`config.mk`:
```
export PLATFORM = sky130hd
export DESIGN_NAME = pipe_stage_reg
export DESIGN_NICKNAME = d
export VERILOG_FILES = /design/src/rtl/pipe_pkg.sv /design/src/rtl/pipe_sat_counter.sv /design/src/rtl/pipe_stage_reg.sv
export SDC_FILE = /design/constraint.sdc
export NUM_CORES = 1
export LEC_CHECK = 0
export BUFFER_PORTS_ARGS = -buffer_cell sky130_fd_sc_hd__buf_2
export CORE_ASPECT_RATIO = 2
export CORE_MARGIN = 2
export CORE_UTILIZATION = 47
export CTS_CLUSTER_DIAMETER = 30
export DETAILED_ROUTE_END_ITERATION = 8
export MAX_ROUTING_LAYER = met4
export PLACE_DENSITY_LB_ADDON = 0.08
export SYNTH_ARGS = -nofsm -noshare
export SYNTH_HDL_FRONTEND = slang
export SYNTH_SLANG_ARGS = --single-unit
```
`constraint.sdc`:
```
create_clock -name CLK -period 2.1 [get_ports CLK]
set_input_delay 0.42 -clock CLK [delete_from_list [all_inputs] [get_ports CLK]]
set_output_delay 0.42 -clock CLK [all_outputs]
set_load 0.005 [all_outputs]
```
`src/rtl/pipe_pkg.sv`:
```
// Shared definitions for the pipeline stage registers: occupancy/state
// encoding and the all-zero NOP control used for bubbles.
package pipe_pkg;

  typedef logic [1:0] occ_t;

  localparam occ_t ST_EMPTY = 2'd0;
  localparam occ_t ST_ONE   = 2'd1;
  localparam occ_t ST_TWO   = 2'd2;

  // Replicated to CTRL_W by users so the NOP works for any control width.
  localparam logic NOP_CTRL_BIT = 1'b0;

endpackage

```
`src/rtl/pipe_sat_counter.sv`:
```
// Saturating up-counter with synchronous active-low reset; holds at all-ones
// instead of wrapping.
module pipe_sat_counter #(
  parameter int W = 16
) (
  input  logic         CLK,
  input  logic         RESET,
  input  logic         INC,
  output logic [W-1:0] COUNT
);

  logic [W-1:0] count_q;
  logic [W-1:0] count_d;

  // Next count: step by one unless already saturated.
  always_comb begin
    count_d = count_q;
    if (INC && (count_q != {W{1'b1}})) begin
      count_d = count_q + {{(W-1){1'b0}}, 1'b1};
    end else begin
      count_d = count_q;
    end
  end

  // Count register.
  always_ff @(posedge CLK) begin
    if (!RESET) begin
      count_q <= {W{1'b0}};
    end else begin
      count_q <= count_d;
    end
  end

  assign COUNT = count_q;

endmodule

```
`src/rtl/pipe_stage_reg.sv`:
```
// Parametrised pipeline stage register with valid/ready handshake, stall,
// flush-to-bubble, optional 2-entry skid buffer and a stall-cycle counter.
module pipe_stage_reg
  import pipe_pkg::*;
#(
  parameter int CTRL_W = 8,
  parameter int DATA_W = 96,
  parameter int SKID   = 1,
  parameter int CNT_W  = 16
) (
  input  logic              CLK,
  input  logic              RESET,
  input  logic              BUSY_WAIT,
  input  logic              FLUSH,
  input  logic              IN_VALID,
  output logic              IN_READY,
  input  logic [CTRL_W-1:0] IN_CTRL,
  input  logic [DATA_W-1:0] IN_DATA,
  output logic              OUT_VALID,
  input  logic              OUT_READY,
  output logic [CTRL_W-1:0] OUT_CTRL,
  output logic [DATA_W-1:0] OUT_DATA,
  output logic [1:0]        OCC,
  output logic [CNT_W-1:0]  STALL_CNT
);

  localparam logic [CTRL_W-1:0] NOP_CTRL = {CTRL_W{NOP_CTRL_BIT}};

  occ_t              state_q, state_d;
  logic              valid_q;
  logic [CTRL_W-1:0] m_ctrl_q, m_ctrl_d;
  logic [DATA_W-1:0] m_data_q, m_data_d;
  logic              in_ready_s;
  logic              in_fire_s;
  logic              out_fire_s;
  logic              stall_inc_s;

  assign in_fire_s  = IN_VALID & in_ready_s;
  assign out_fire_s = valid_q & OUT_READY & ~BUSY_WAIT;

  generate
    if (SKID != 0) begin : g_skid
      logic [CTRL_W-1:0] s_ctrl_q, s_ctrl_d;
      logic [DATA_W-1:0] s_data_q, s_data_d;

      // Ready comes only from registered state, breaking the OUT_READY path.
      assign in_ready_s = (state_q != ST_TWO) & ~BUSY_WAIT & RESET;

      // Two-entry next state: M always holds the oldest entry.
      always_comb begin
        state_d  = state_q;
        m_ctrl_d = m_ctrl_q;
        m_data_d = m_data_q;
        s_ctrl_d = s_ctrl_q;
        s_data_d = s_data_q;
        if (FLUSH) begin
          state_d  = ST_EMPTY;
          m_ctrl_d = NOP_CTRL;
        end else if (BUSY_WAIT) begin
          state_d = state_q;
        end else begin
          case (state_q)
            ST_EMPTY: begin
              if (in_fire_s) begin
                state_d  = ST_ONE;
                m_ctrl_d = IN_CTRL;
                m_data_d = IN_DATA;
              end else begin
                state_d = ST_EMPTY;
              end
            end
            ST_ONE: begin
              if (in_fire_s && out_fire_s) begin
                m_ctrl_d = IN_CTRL;
                m_data_d = IN_DATA;
              end else if (in_fire_s) begin
                state_d  = ST_TWO;
                s_ctrl_d = IN_CTRL;
                s_data_d = IN_DATA;
              end else if (out_fire_s) begin
                state_d  = ST_EMPTY;
                m_ctrl_d = NOP_CTRL;
              end else begin
                state_d = ST_ONE;
              end
            end
            ST_TWO: begin
              if (out_fire_s) begin
                state_d  = ST_ONE;
                m_ctrl_d = s_ctrl_q;
                m_data_d = s_data_q;
              end else begin
                state_d = ST_TWO;
              end
            end
            default: begin
              state_d  = ST_EMPTY;
              m_ctrl_d = NOP_CTRL;
            end
          endcase
        end
      end

      // Skid entry register.
      always_ff @(posedge CLK) begin
        if (!RESET) begin
          s_ctrl_q <= NOP_CTRL;
          s_data_q <= {DATA_W{1'b0}};
        end else begin
          s_ctrl_q <= s_ctrl_d;
          s_data_q <= s_data_d;
        end
      end
    end else begin : g_single
      assign in_ready_s = (~valid_q | OUT_READY) & ~BUSY_WAIT & RESET;

      // Single-entry next state.
      always_comb begin
        state_d  = state_q;
        m_ctrl_d = m_ctrl_q;
        m_data_d = m_data_q;
        if (FLUSH) begin
          state_d  = ST_EMPTY;
          m_ctrl_d = NOP_CTRL;
        end else if (BUSY_WAIT) begin
          state_d = state_q;
        end else if (in_fire_s) begin
          state_d  = ST_ONE;
          m_ctrl_d = IN_CTRL;
          m_data_d = IN_DATA;
        end else if (out_fire_s) begin
          state_d  = ST_EMPTY;
          m_ctrl_d = NOP_CTRL;
        end else begin
          state_d = state_q;
        end
      end
    end
  endgenerate

  // Main entry, state and output-valid registers.
  always_ff @(posedge CLK) begin
    if (!RESET) begin
      state_q  <= ST_EMPTY;
      valid_q  <= 1'b0;
      m_ctrl_q <= NOP_CTRL;
      m_data_q <= {DATA_W{1'b0}};
    end else begin
      state_q  <= state_d;
      valid_q  <= (state_d != ST_EMPTY);
      m_ctrl_q <= m_ctrl_d;
      m_data_q <= m_data_d;
    end
  end

  // A flushed cycle is not a stall: the held entry is gone.
  assign stall_inc_s = valid_q & (~OUT_READY | BUSY_WAIT) & ~FLUSH;

  pipe_sat_counter #(.W(CNT_W)) u_stall_cnt (
    .CLK   (CLK),
    .RESET (RESET),
    .INC   (stall_inc_s),
    .COUNT (STALL_CNT)
  );

  assign IN_READY  = in_ready_s;
  assign OUT_VALID = valid_q;
  assign OUT_CTRL  = m_ctrl_q;
  assign OUT_DATA  = m_data_q;
  assign OCC       = state_q;

endmodule

```
---- Word level (Yosys, flattened, before mapping) ----
Index checks and enable logic that the tools add are counted.
cells by class
  add/sub/neg operators ................... 1
  equality and inequality tests ........... 9
  multiplexer cells ....................... 18
  bitwise logic cells ..................... 13
  reduce and logical (&&, ||, !) cells .... 9
operators with widths
  kind                   count
  $mux 96                3
  $pmux 96 s3            1
  $mux 8                 5
  $pmux 8 s3             1
  $add 16x1->16 const B  1
  $ne 16x16->1 const B   1
  $mux 2                 5
  $reduce_and 5->1       2
  $ne 2x2->1 const B     4
  $and 1x1->1            7
  $ne 3x3->1 const B     2
  $pmux 2 s3             1
  $reduce_and 6->1       1
  $not 1->1              5
  $reduce_bool 3->1      1
  $eq 2x1->1 const B     1
  $eq 2x2->1 const B     1
  $logic_and 1x1->1      2
  $logic_not 2->1        1
  $mux 1                 2
  $reduce_bool 2->1      1
  $reduce_or 2->1        1
  $or 1x1->1             1
word-level totals
  register bits ........................... 227
  output and inout port bits .............. 124
  word-level logic and storage cells ...... 57

---- Longest topological paths before layout ----
Gate-level depths: netlist of run 1.
  depth in word-level cells ............... 10
  depth in mapped cells ................... 8
  depth with buffers taken out ............ 5

---- Hierarchy ----
From an unflattened synthesis of run 1, not the netlist that was laid out.
second synthesis, totals
  cell total of the unflattened synthesis .. 1064
  area total of the unflattened synthesis .. 9942.0 sq um
modules (own cells, without submodules)
  module            times used  cells each  area an instance (sq um)
  pipe_stage_reg    1           967         9105.0
  pipe_sat_counter  1           97          837.1

---- Least setup slack after synthesis of run 1 ----
Ideal clock, no wire load.
  kind .................................... in2reg
  from .................................... input port BUSY_WAIT
  to ...................................... register g_skid.s_ctrl_q[0]
  setup time .............................. 0.132 ns
  arrival ................................. 1.695 ns
  path slack .............................. 0.272 ns
  cell stages on the path ................. 8
  buffers on the path ..................... 4
  cells stage by stage .................... and3b_1 -> buf_2 -> or4_1 -> clkbuf_1 -> buf_6 -> buf_6 -> nand2_1 -> a21oi_1
on the way
  longest elaborated chain between the ends .. 7
  elaborated cells on any way between the ends .. 8
  classes of those cells .................. 6 x bitwise; 2 x reduce/logical
RTL lines
  item                                   line                   RTL
  from (decl)                            pipe_stage_reg.sv:13   input logic BUSY_WAIT,
  $not 1->1 (no source line) (*)         --
  $and 1x1->1 (2 in a row)               pipe_stage_reg.sv:47   assign in_ready_s = (state_q != ST_TWO) & ~BUSY_WAIT & RESET;
  $and 1x1->1                            pipe_stage_reg.sv:38   assign in_fire_s = IN_VALID & in_ready_s;
  $logic_and 1x1->1                      pipe_stage_reg.sv:73   if (in_fire_s && out_fire_s) begin
  $not 1->1 (no source line)             --
  $reduce_and 5->1 (no source line) (*)  --
  to (signal assigned)                   pipe_stage_reg.sv:110  s_ctrl_q <= s_ctrl_d;
  to (decl)                              pipe_stage_reg.sv:43   logic [CTRL_W-1:0] s_ctrl_q, s_ctrl_d;
Every way passes the cells marked *; elsewhere a longest branch is shown, timed or not.
A chain may end at the register's enable or synchronous reset.

---- Worst setup path after layout of run 1 ----
  from .................................... register state_q[1], in the netlist OCC[1]
  to ...................................... output port IN_READY
on the way
  longest elaborated chain between the ends .. 3
RTL lines
  item                      line                   RTL
  from (decl)               pipe_stage_reg.sv:29   occ_t state_q, state_d;
  from (signal assigned)    pipe_stage_reg.sv:149  state_q <= state_d;
  $ne 2x2->1                pipe_stage_reg.sv:47
  $and 1x1->1 (2 in a row)  pipe_stage_reg.sv:47
  to (decl)                 pipe_stage_reg.sv:16   output logic IN_READY,
Every way passes these cells.

==> results by group, run 1 <==
Clocking
  • H-tree levels: 2
  • Clk pin slew, worst setup/hold paths: 0.05 ns
  • Maximum root-to-sink buffer count: 3
  • CTS tree: built
  • # Post-CTS Setup Buffers: 0
  • Root Buffer: clkbuf_16
  • Clk_lat worst skew: 0.50 ns
  • TritonCTS Sinks: 227
  • CTS Buf Count: 35

Worst setup path
  • Crit end category: primary output
  • CP required: 1.68 ns
  • CP Data Arrival Time: 1.59 ns
  • Critical Path Start Type: register
  • Critical path class: reg2out
  • Worst-path maximum fanout: 47

Yosys
  • Yosys reg bits: 227
  • Most common flop cell mapped by yosys: dfxtp_1
  • Post-Synth XOR/XNOR Area: 0
  • Mux cell area share after synthesis: 0.0105
  • Area share of and/or/nand/nor cells after synthesis: 0.256
  • Synthesized Nets: 1,282
  • Compound-Gate Fraction of Synth Area: 0.202
  • Synthesized area: 0.00953 mm^2
  • Synth Area in Adders: 0.00131
  • Synthesis Warnings: 0
  • Post-synth ARST share: 0
  • Number of enable flip-flop cells after synthesis: 0
  • Post-Syn Instances: 1,171
  • Largest family of logic cells by synthesized area: simple AND/OR/NAND/NOR gates
  • Synthesized area per cell: 8.14 um^2
  • Sequential share of the synthesized area: 0.477
  • Yosys cell types: 42

Layout
  • Share of cells above drive strength 1: 0.305
  • Layout area overhead: 28.3%
  • Final nets: 1,478

Power
  • Clock Power Share: 0.537
  • Combinational cell fraction of total power: 0.059
  • Sequential Power Share: 0.405
  • Power Internal: 0.00844 W
  • Switch Pwr: 0.00249 W
  • Worst vdd ir: 713 uV
  • Power Total: 0.0109 W
  • Cell leakage power: 5.01 nW
  • PD cells: 893 mW/mm^2
  • Sw Share: 0.228

STA
  • RSZ-0062 raised after global routing: false
  • Final setup vio count: 0
  • Period minus WS final: 2.01 ns
  • Tightest Pin Transition: 0.776 ns
  • Max Slew Vio Count: 0
  • Slew Limit Headroom: 0.482
  • Fin Clk Skew: 0.0170 ns
  • Period utilization: 0.958
  • Post-Route Setup TNS: 0 ns
  • Final Hold Fails: 0
  • Fmax achieved: 0.497 GHz

Floorplan
  • Top Ports: 234
  • Die Y-Extent: 205 um
  • Initial core utilization: 0.479
  • Width of the die: 105 um
  • Core area: 0.0199 mm^2
  • Die area: 0.0215 mm^2
  • FP Rows: 73

Routing
  • Router iterations before antenna repair: 7
  • DRC: 0
  • ANT nets after route: 0
  • Final wirelength: 27,900 um
  • WL per Instance: 16.8 um
  • Drt first-iter violations: 374
  • DR vias: 9,229
  • Via density: 5.57

Placement
  • Gpl congestion: 0.832
  • HPWL after DPL: 17,600 um
  • PortBufs: 233

Flow run
  • MaxCap Viol Count: 0

Global routing
  • Tot GR Track Use: 0.263
  • Pin count of the biggest net entering global routing: 71
  • Initial antenna violation count: 1
  • GRT overflow: 0
  • First-pass GRT wire length: 44,900 um
  • Vias in the first global route: 8,899

Outcome
  • Outcome: complete, no violations

Hold path
  • Worst min-delay path class: in2reg
## stage by stage
| step | std cells | setup WS, ns | util | hold WS [ns] | cell area (um^2) |
|---|---|---|---|---|---|
| 2_1_floorplan | 1171 | 0.272 | - | 0.436 | 9530 |
| 3_3_place_gp | 1592 | 0.172 | 0.554 | 0.441 | 11000 |
| 3_5_place_dp | 1592 | 0.158 | 0.554 | 0.444 | 11000 |
| 4_1_cts | 1655 | 0.0196 | 0.614 | 0.153 | 12200 |
| 5_1_grt | 1656 | 0.0126 | 0.614 | 0.163 | 12200 |
| 6_report | 1656 | 0.0890 | 0.614 | 0.169 | 12200 |
## metal layers
| layer | global-route usage | vias to the layer above | wire length (um) |
|---|---|---|---|
| li1 | - | 4482 | - |
| met1 | 0.297 | 4381 | 10800 |
| met2 | 0.455 | 294 | 14300 |
| met3 | 0.0466 | 72 | 1730 |
| met4 | 0.117 | 0 | 1050 |
| met5 | - | - | 0 |
## flip-flops by register name (all words and copies together) (netlist names)
signal	cells
g_skid.s_ctrl_q	8
OUT_DATA	96
OUT_VALID	1
OUT_CTRL	8
OCC	2
g_skid.s_data_q	96
u_stall_cnt.COUNT	16
## layout by cell type, fill, tap and decap left out, types with 3 or more instances in the layout
| master | n |
|---|---|
| or4_1 | 9 |
| or3_1 | 10 |
| nand2b_1 | 9 |
| dfxtp_1 | 226 |
| a32o_1 | 8 |
| o221a_2 | 88 |
| nand4_1 | 5 |
| nand2_1 | 406 |
| nor4_1 | 4 |
| nand3_1 | 92 |
| a21oi_1 | 121 |
| o31ai_1 | 9 |
| o21ai_0 | 5 |
| clkbuf_16 | 37 |
| buf_2 | 232 |
| mux2i_1 | 10 |
| bufinv_16 | 4 |
| o21ai_1 | 3 |
| clkinv_2 | 7 |
| buf_4 | 21 |
| nor2_1 | 14 |
| a22o_1 | 8 |
| clkbuf_1 | 6 |
| buf_12 | 15 |
| clkinv_4 | 4 |
## critical path, cell delays in order (launching register included)
cell and delay, ns:
dfxtp_1 0.35, nor2b_4 0.23, buf_12 0.25, nor3_1 0.07, buf_2 0.14
## power groups by stage
| stage | sequential [W] | clock, W | combinational (W) |
|---|---|---|---|
| 2_1_floorplan | 0.00451 | 0 | 0.000311 |
| 3_5_place_dp | 0.00451 | 0 | 0.000641 |
| 4_1_cts | 0.00442 | 0.00597 | 0.000644 |
| 5_1_grt | 0.00443 | 0.00616 | 0.000702 |
| 6_report | 0.00442 | 0.00586 | 0.000641 |
| 3_3_place_gp | 0.00451 | 0 | 0.000638 |
## logic make-up after synthesis
family	after synthesis
muxes	10
adders and majority gates	1
and+or+nand+nor	571
DFF	227
AOI/OAI and AO/OA	250
buffers and inverters	112
## synth_stat cells, types with 9 or more instances
cell	number	area (um^2)
a21oi_1	121	606
buf_2	18	90.1
clkbuf_1	75	282
dfxtp_1	227	4540
mux2i_1	10	100
nand2_1	406	1520
nand2b_1	10	62.6
nand3_1	92	460
nor2_1	15	56.3
o221a_2	88	991
o31ai_1	9	67.6
or3_1	10	62.6
or4_1	10	75.1
## path summary, 6_finish.rpt
| path | from | end | slack, ns | cells after the start |
|---|---|---|---|---|
| hold reg to reg | g_skid.s_data_q[15]$_SDFFE_PN0P_ | g_skid.s_data_q[15]$_SDFFE_PN0P_ | 0.45 | 2 |
| hold / removal | IN_DATA[62] | g_skid.s_data_q[62]$_SDFFE_PN0P_ | 0.17 | 3 |
| setup / recovery | OCC[1]$_SDFF_PN0_ | IN_READY | 0.09 | 4 |
| setup reg to reg | u_stall_cnt.COUNT[0]$_SDFFE_PN0P_ | u_stall_cnt.COUNT[13]$_SDFFE_PN0P_ | 0.19 | 6 |
## timing repair
action                     4_1_cts  5_1_grt
resized for setup                0        1
setup endpoints to repair        0        1
hold buffers                     0        0
## cell type report
| class | count | area, um^2 |
|---|---|---|
| Clock inverter | 19 | 228 |
| Timing Repair Buffer | 268 | 1620 |
| Sequential cell | 227 | 4550 |
| Clock buffer | 44 | 962 |
| Fill cell | 1915 | 7680 |
| Multi-Input combinational cell | 832 | 4530 |
| Antenna cell | 1 | 2.50 |
| Inverter | 3 | 13.8 |
| Tap cell | 262 | 328 |
Note: power is estimated with default switching activity, not from simulation.
==> run 2, diff against run 1 <==
--- a/config.mk
+++ b/config.mk
@@ -9,6 +9,7 @@
 export CORE_ASPECT_RATIO = 2
 export CORE_MARGIN = 2
-export CORE_UTILIZATION = 47
+export CORE_UTILIZATION = 53
 export CTS_CLUSTER_DIAMETER = 30
+export CTS_CLUSTER_SIZE = 25
 export DETAILED_ROUTE_END_ITERATION = 8
 export MAX_ROUTING_LAYER = met4
==> constraint.sdc (replaced) <==
create_clock -name CLK -period 2.1 [get_ports CLK]
set_input_delay 0.42 -clock CLK [delete_from_list [all_inputs] [get_ports CLK]]
set_output_delay 0.42 -clock CLK [all_outputs]
set_load 0.05 [all_outputs]
==> results by group, run 2 (synthesis results as in run 1) <==
Layout
  • Layout area overhead: 26.0% (was 28.3%)
  • Fill count: 1,530 (was 1,915)
  • Share of cells above drive strength 1: 0.306 (was 0.305)
  • Final nets: 1,472 (was 1,478)
  • Most common cell after layout, fill and taps aside: nand2_1 (unchanged)
  • Most frequent cells in the layout: nand2_1, buf_2, dfxtp_1 (unchanged)

Floorplan
  • Die area: 0.0191 mm^2 (was 0.0215 mm^2)
  • Initial core utilization: 0.539 (was 0.479)
  • Core area: 0.0177 mm^2 (was 0.0199 mm^2)
  • FP Rows: 69 (was 73)
  • Top Ports: 234 (unchanged)
  • Width of the die: 98.8 um (was 105 um)
  • Die Y-Extent: 194 um (was 205 um)

Placement
  • HPWL after DPL: 17,300 um (was 17,600 um)
  • PortBufs: 233 (unchanged)
  • Gpl congestion: 0.860 (was 0.832)

Worst setup path
  • Crit end category: primary output (unchanged)
  • R2R Setup Slk: 0.18 ns (was 0.19 ns)
  • CP required: 1.68 ns (about the same)
  • Critical Path Start Type: register (unchanged)
  • Critical path class: reg2out (unchanged)
  • Sequence of cells on the critical path: nor2b_4, buf_6, nor3_4, buf_2 (was nor2b_4, buf_12, nor3_1, buf_2)
  • CP Data Arrival Time: 1.64 ns (was 1.59 ns)
  • Reg-to-reg startpoint: u_stall_cnt.COUNT[0]$_SDFFE_PN0P_ (unchanged)
  • Worst-path maximum fanout: 15 (was 47)
  • Critical path's largest stage delay: 0.38 ns (was 0.35 ns)
  • Worst setup startpoint: OCC[1]$_SDFF_PN0_ (unchanged)
  • Crit-path slowest cell: dfxtp_4 (was dfxtp_1)

Clocking
  • Root Buffer: clkbuf_16 (unchanged)
  • CTS Buf Count: 30 (was 35)
  • H-tree levels: 1 (was 2)
  • Maximum root-to-sink buffer count: 3 (unchanged)
  • CTS tree: built (unchanged)
  • TritonCTS Sinks: 227 (unchanged)
  • Clk_lat worst skew: 0.54 ns (was 0.50 ns)
  • Clk pin slew, worst setup/hold paths: 0.06 ns (was 0.05 ns)
  • CTS hold repair buffers: 0 (unchanged)

Routing
  • ANT nets after route: 0 (unchanged)
  • DRC: 0 (unchanged)
  • Final wirelength: 27,500 um (was 27,900 um)
  • Via density: 5.75 (was 5.57)
  • Router iterations before antenna repair: 5 (was 7)
  • WL per Instance: 17.2 um (was 16.8 um)
  • DR vias: 9,191 (was 9,229)
  • Drt first-iter violations: 457 (was 374)

STA
  • RSZ-0062 raised after global routing: false (unchanged)
  • Period utilization: 0.980 (was 0.958)
  • Post-Route Setup TNS: 0 ns (unchanged)
  • Tightest Pin Transition: 0.830 ns (was 0.776 ns)
  • Slew Limit Headroom: 0.447 (was 0.482)
  • Fin Clk Skew: 0.0102 ns (was 0.0170 ns)
  • Period minus WS final: 2.06 ns (was 2.01 ns)
  • Max Slew Vio Count: 0 (unchanged)
  • Final setup vio count: 0 (unchanged)
  • Fmax achieved: 0.486 GHz (was 0.497 GHz)
  • Final Hold Fails: 0 (unchanged)

Outcome
  • Outcome: complete, no violations (unchanged)

Global routing
  • Tot GR Track Use: 0.288 (was 0.263)
  • Vias in the first global route: 9,046 (was 8,899)
  • First-pass GRT wire length: 44,900 um (about the same)
  • Pin count of the biggest net entering global routing: 74 (was 71)
  • GRT overflow: 0 (unchanged)
  • Initial antenna violation count: 1 (unchanged)

Power
  • Power Total: 0.0107 W (was 0.0109 W)
  • PD cells: 887 mW/mm^2 (was 893 mW/mm^2)
  • Worst vdd ir: 712 uV (was 713 uV)
  • Cell leakage power: 4.93 nW (was 5.01 nW)

Hold path
  • Hold path start: IN_DATA[22] (was IN_DATA[62])
  • Worst min-delay path class: in2reg (unchanged)

Flow run
  • MaxCap Viol Count: 0 (unchanged)
[run 2: changes by cell type in the layout (fill, tap and decap cells not counted), moves of 2 or more]
cell	previous run	this run
buf_12	15	11
clkbuf_8	1	4
inv_6	0	3
buf_4	21	23
clkbuf_1	6	1
clkbuf_16	37	31
clkinv_2	7	3
[run 2: critical path, delay by kind of cell (launching register included)]
family	cells	cell delay, ns
flip-flops	1	0.38
buffers and inverters	2	0.48
AND/OR/NAND/NOR	2	0.24
[run 2: layout make-up]
cell class              count  area, um^2  share of cell area
flip-flops and latches    227        4550               0.379
clock inverters            19         239              0.0199
multi-input cells         832        4550               0.378
inverters                   3        13.8             0.00115
well taps                 213         267              0.0222
diodes                      1        2.50            0.000208
clock buffers              36         835              0.0695
repair buffers            267        1570               0.130
[run 2: routing by layer]
layer	vias up	routed length [um]	global-route usage
met5	-	0	-
li1	4468	-	-
met3	75	1760	0.0433
met4	0	1200	0.134
met2	313	14100	0.497
met1	4335	10400	0.322
[run 2: timing repair]
action                     4_1_cts  5_1_grt
setup endpoints to repair        1        1
buffers inserted                 1        0
resized for setup                3        1
[run 2: worst paths after layout]
check | to | cells after the start
hold / removal | g_skid.s_data_q[22]$_SDFFE_PN0P_ | 3
hold reg to reg | g_skid.s_data_q[8]$_SDFFE_PN0P_ | 2
setup reg to reg | u_stall_cnt.COUNT[11]$_SDFFE_PN0P_ | 6
setup / recovery | IN_READY | 4
[run 2: power by group]
group / switching [W] / internal (W) / leakage, nW / total, W
Combinational: 0.000587 / 0.000283 / 2.58 / 0.000870
Clock: 0.00202 / 0.00335 / 0.521 / 0.00537
Sequential: 0.0000412 / 0.00438 / 1.84 / 0.00442
[run 2: metrics by stage]
stage               instance area (um^2)  hold WS (ns)  cells  setup WS (ns)  utilization
floorplan                           9550         0.436   1171         0.0325            -
global placement                   10900         0.441   1541          0.164        0.617
detailed placement                 10900         0.447   1541          0.128        0.617
CTS                                12000         0.112   1597         0.0281        0.679
global route                       12000         0.122   1598        0.00941        0.679
finish                             12000         0.124   1598         0.0410        0.679
==> run 3, diff against run 2 <==
Settings changed: CORE_MARGIN 2 to 8.
==> results by group, run 3 (synthesis results as in run 1) <==
STA
  • RSZ-0062 raised after global routing: false (unchanged)
  • Period utilization: 0.916 (was 0.980)
  • Post-Route Setup TNS: 0 ns (unchanged)
  • Fmax achieved: 0.520 GHz (was 0.486 GHz)
  • Period minus WS final: 1.92 ns (was 2.06 ns)
  • Final Hold Fails: 0 (unchanged)
  • Worst setup margin: 0.177 ns (was 0.0410 ns)
  • Max Slew Vio Count: 0 (unchanged)
  • Fin Clk Skew: 0.0133 ns (was 0.0102 ns)
  • Slew Limit Headroom: 0.410 (was 0.447)
  • Tightest Pin Transition: 0.885 ns (was 0.830 ns)
  • Final setup vio count: 0 (unchanged)
  • Hold WS: 0.132 ns (was 0.124 ns)

Clocking
  • # Post-CTS Setup Buffers: 0 (was 1)
  • H-tree levels: 1 (unchanged)
  • Clk_lat worst skew: 0.53 ns (was 0.54 ns)
  • CTS hold repair buffers: 0 (unchanged)
  • TritonCTS Sinks: 227 (unchanged)
  • CTS Buf Count: 29 (was 30)
  • CTS tree: built (unchanged)
  • Cells resized by post-CTS repair: 0 (was 3)
  • Clk pin slew, worst setup/hold paths: 0.06 ns (about the same)
  • Root Buffer: clkbuf_16 (unchanged)
  • Maximum root-to-sink buffer count: 3 (unchanged)

Global routing
  • Vias in the first global route: 9,010 (was 9,046)
  • Grt met2 use: 0.422 (was 0.497)
  • First-pass GRT wire length: 46,400 um (was 44,900 um)
  • Initial antenna violation count: 2 (was 1)
  • Grt peak-use layer: met2 (unchanged)
  • Tot GR Track Use: 0.248 (was 0.288)
  • M1 GR Usage: 0.273 (was 0.322)
  • Pin count of the biggest net entering global routing: 101 (was 74)
  • Met3 track demand over resource: 0.0426 (was 0.0433)
  • GRT overflow: 0 (unchanged)

Floorplan
  • Die area: 0.0228 mm^2 (was 0.0191 mm^2)
  • Initial core utilization: 0.539 (unchanged)
  • Top Ports: 234 (unchanged)
  • Core area: 0.0177 mm^2 (unchanged)
  • Width of the die: 111 um (was 98.8 um)
  • Die Y-Extent: 206 um (was 194 um)
  • FP Rows: 69 (unchanged)

Placement
  • PortBufs: 233 (unchanged)
  • Pre-CTS setup slack: 0.155 ns (was 0.128 ns)
  • HPWL after DPL: 18,900 um (was 17,300 um)
  • Gpl congestion: 0.813 (was 0.860)
  • Placed cell area: 0.0109 mm^2 (about the same)

Layout
  • Final nets: 1,471 (was 1,472)
  • Fill count: 1,553 (was 1,530)
  • Most common cell after layout, fill and taps aside: nand2_1 (unchanged)
  • Share of cells above drive strength 1: 0.303 (was 0.306)
  • Post-route cell area: 0.0119 mm^2 (was 0.0120 mm^2)
  • Layout area overhead: 25.1% (was 26.0%)
  • Most frequent cells in the layout: nand2_1, buf_2, dfxtp_1 (unchanged)

Power
  • PD cells: 857 mW/mm^2 (was 887 mW/mm^2)
  • Cell leakage power: 4.90 nW (was 4.93 nW)
  • Worst vdd ir: 711 uV (was 712 uV)

Worst setup path
  • CP Data Arrival Time: 1.50 ns (was 1.64 ns)
  • Crit end category: primary output (unchanged)
  • CP required: 1.68 ns (about the same)
  • Critical Path Start Type: register (unchanged)
  • Critical path class: reg2out (unchanged)
  • Worst-path maximum fanout: 6 (was 15)

Flow run
  • MaxCap Viol Count: 0 (unchanged)

Routing
  • Via density: 5.81 (was 5.75)
  • Final wirelength: 29,200 um (was 27,500 um)
  • WL per Instance: 18.3 um (was 17.2 um)
  • ANT nets after route: 0 (unchanged)
  • DRC: 0 (unchanged)
  • Router iterations before antenna repair: 5 (unchanged)
  • Drt first-iter violations: 585 (was 457)
  • DR vias: 9,280 (was 9,191)

Hold path
  • Worst min-delay path class: in2reg (unchanged)

Outcome
  • Outcome: complete, no violations (unchanged)
run 3: cell count changes in the layout (fill, tap and decap cells not counted), sizes merged:
cell,change
inv,+5
clkinv,+1
clkbuf,-5
bufinv,-2
clkinvlp,-1
diode,+2
run 3: routing by layer:
layer  vias up  wire [um]
li1       4473          -
met1      4406      11300
met2       335      15000
met3        66       1680
met4         0       1160
met5         -          0
run 3: final timing paths:
path | end | cells past startpoint | from | slack (ns)
setup / recovery | IN_READY | 3 | OCC[0]$_SDFF_PN0_ | 0.18
hold reg to reg | g_skid.s_data_q[92]$_SDFFE_PN0P_ | 2 | g_skid.s_data_q[92]$_SDFFE_PN0P_ | 0.45
setup reg to reg | u_stall_cnt.COUNT[11]$_SDFFE_PN0P_ | 6 | u_stall_cnt.COUNT[0]$_SDFFE_PN0P_ | 0.21
hold / removal | g_skid.s_data_q[46]$_SDFFE_PN0P_ | 3 | IN_DATA[46] | 0.13
run 3: area by class of cell:
cell class,instances,area [um^2],area share
antenna,3,7.51,0.000630
clock inverter,22,229,0.0192
clock buffer,31,743,0.0623
multi-input combinational,832,4550,0.381
inverter,3,13.8,0.00115
timing repair buffer,267,1570,0.132
tap,213,267,0.0224
sequential,227,4540,0.381
run 3: metrics by stage:
stage / utilization / total power [W] / instances
detailed placement: 0.618 / 0.00541 / 1542
CTS: 0.673 / 0.0103 / 1595
global route: 0.674 / 0.0105 / 1597
floorplan: - / 0.00505 / 1171
finish: 0.674 / 0.0102 / 1598
global placement: 0.618 / 0.00540 / 1542
run 3: power by group:
group	internal (W)	switching, W	leakage [nW]
clock network	0.00289	0.00202	0.476
registers	0.00438	0.0000438	1.83
logic	0.000293	0.000598	2.59
total	0.00756	0.00266	4.90
run 3: critical path, stage by stage, from the launching register on:
cell     delay [ns]
dfxtp_1        0.46
nor2b_4        0.09
nor3_4         0.10
buf_2          0.32
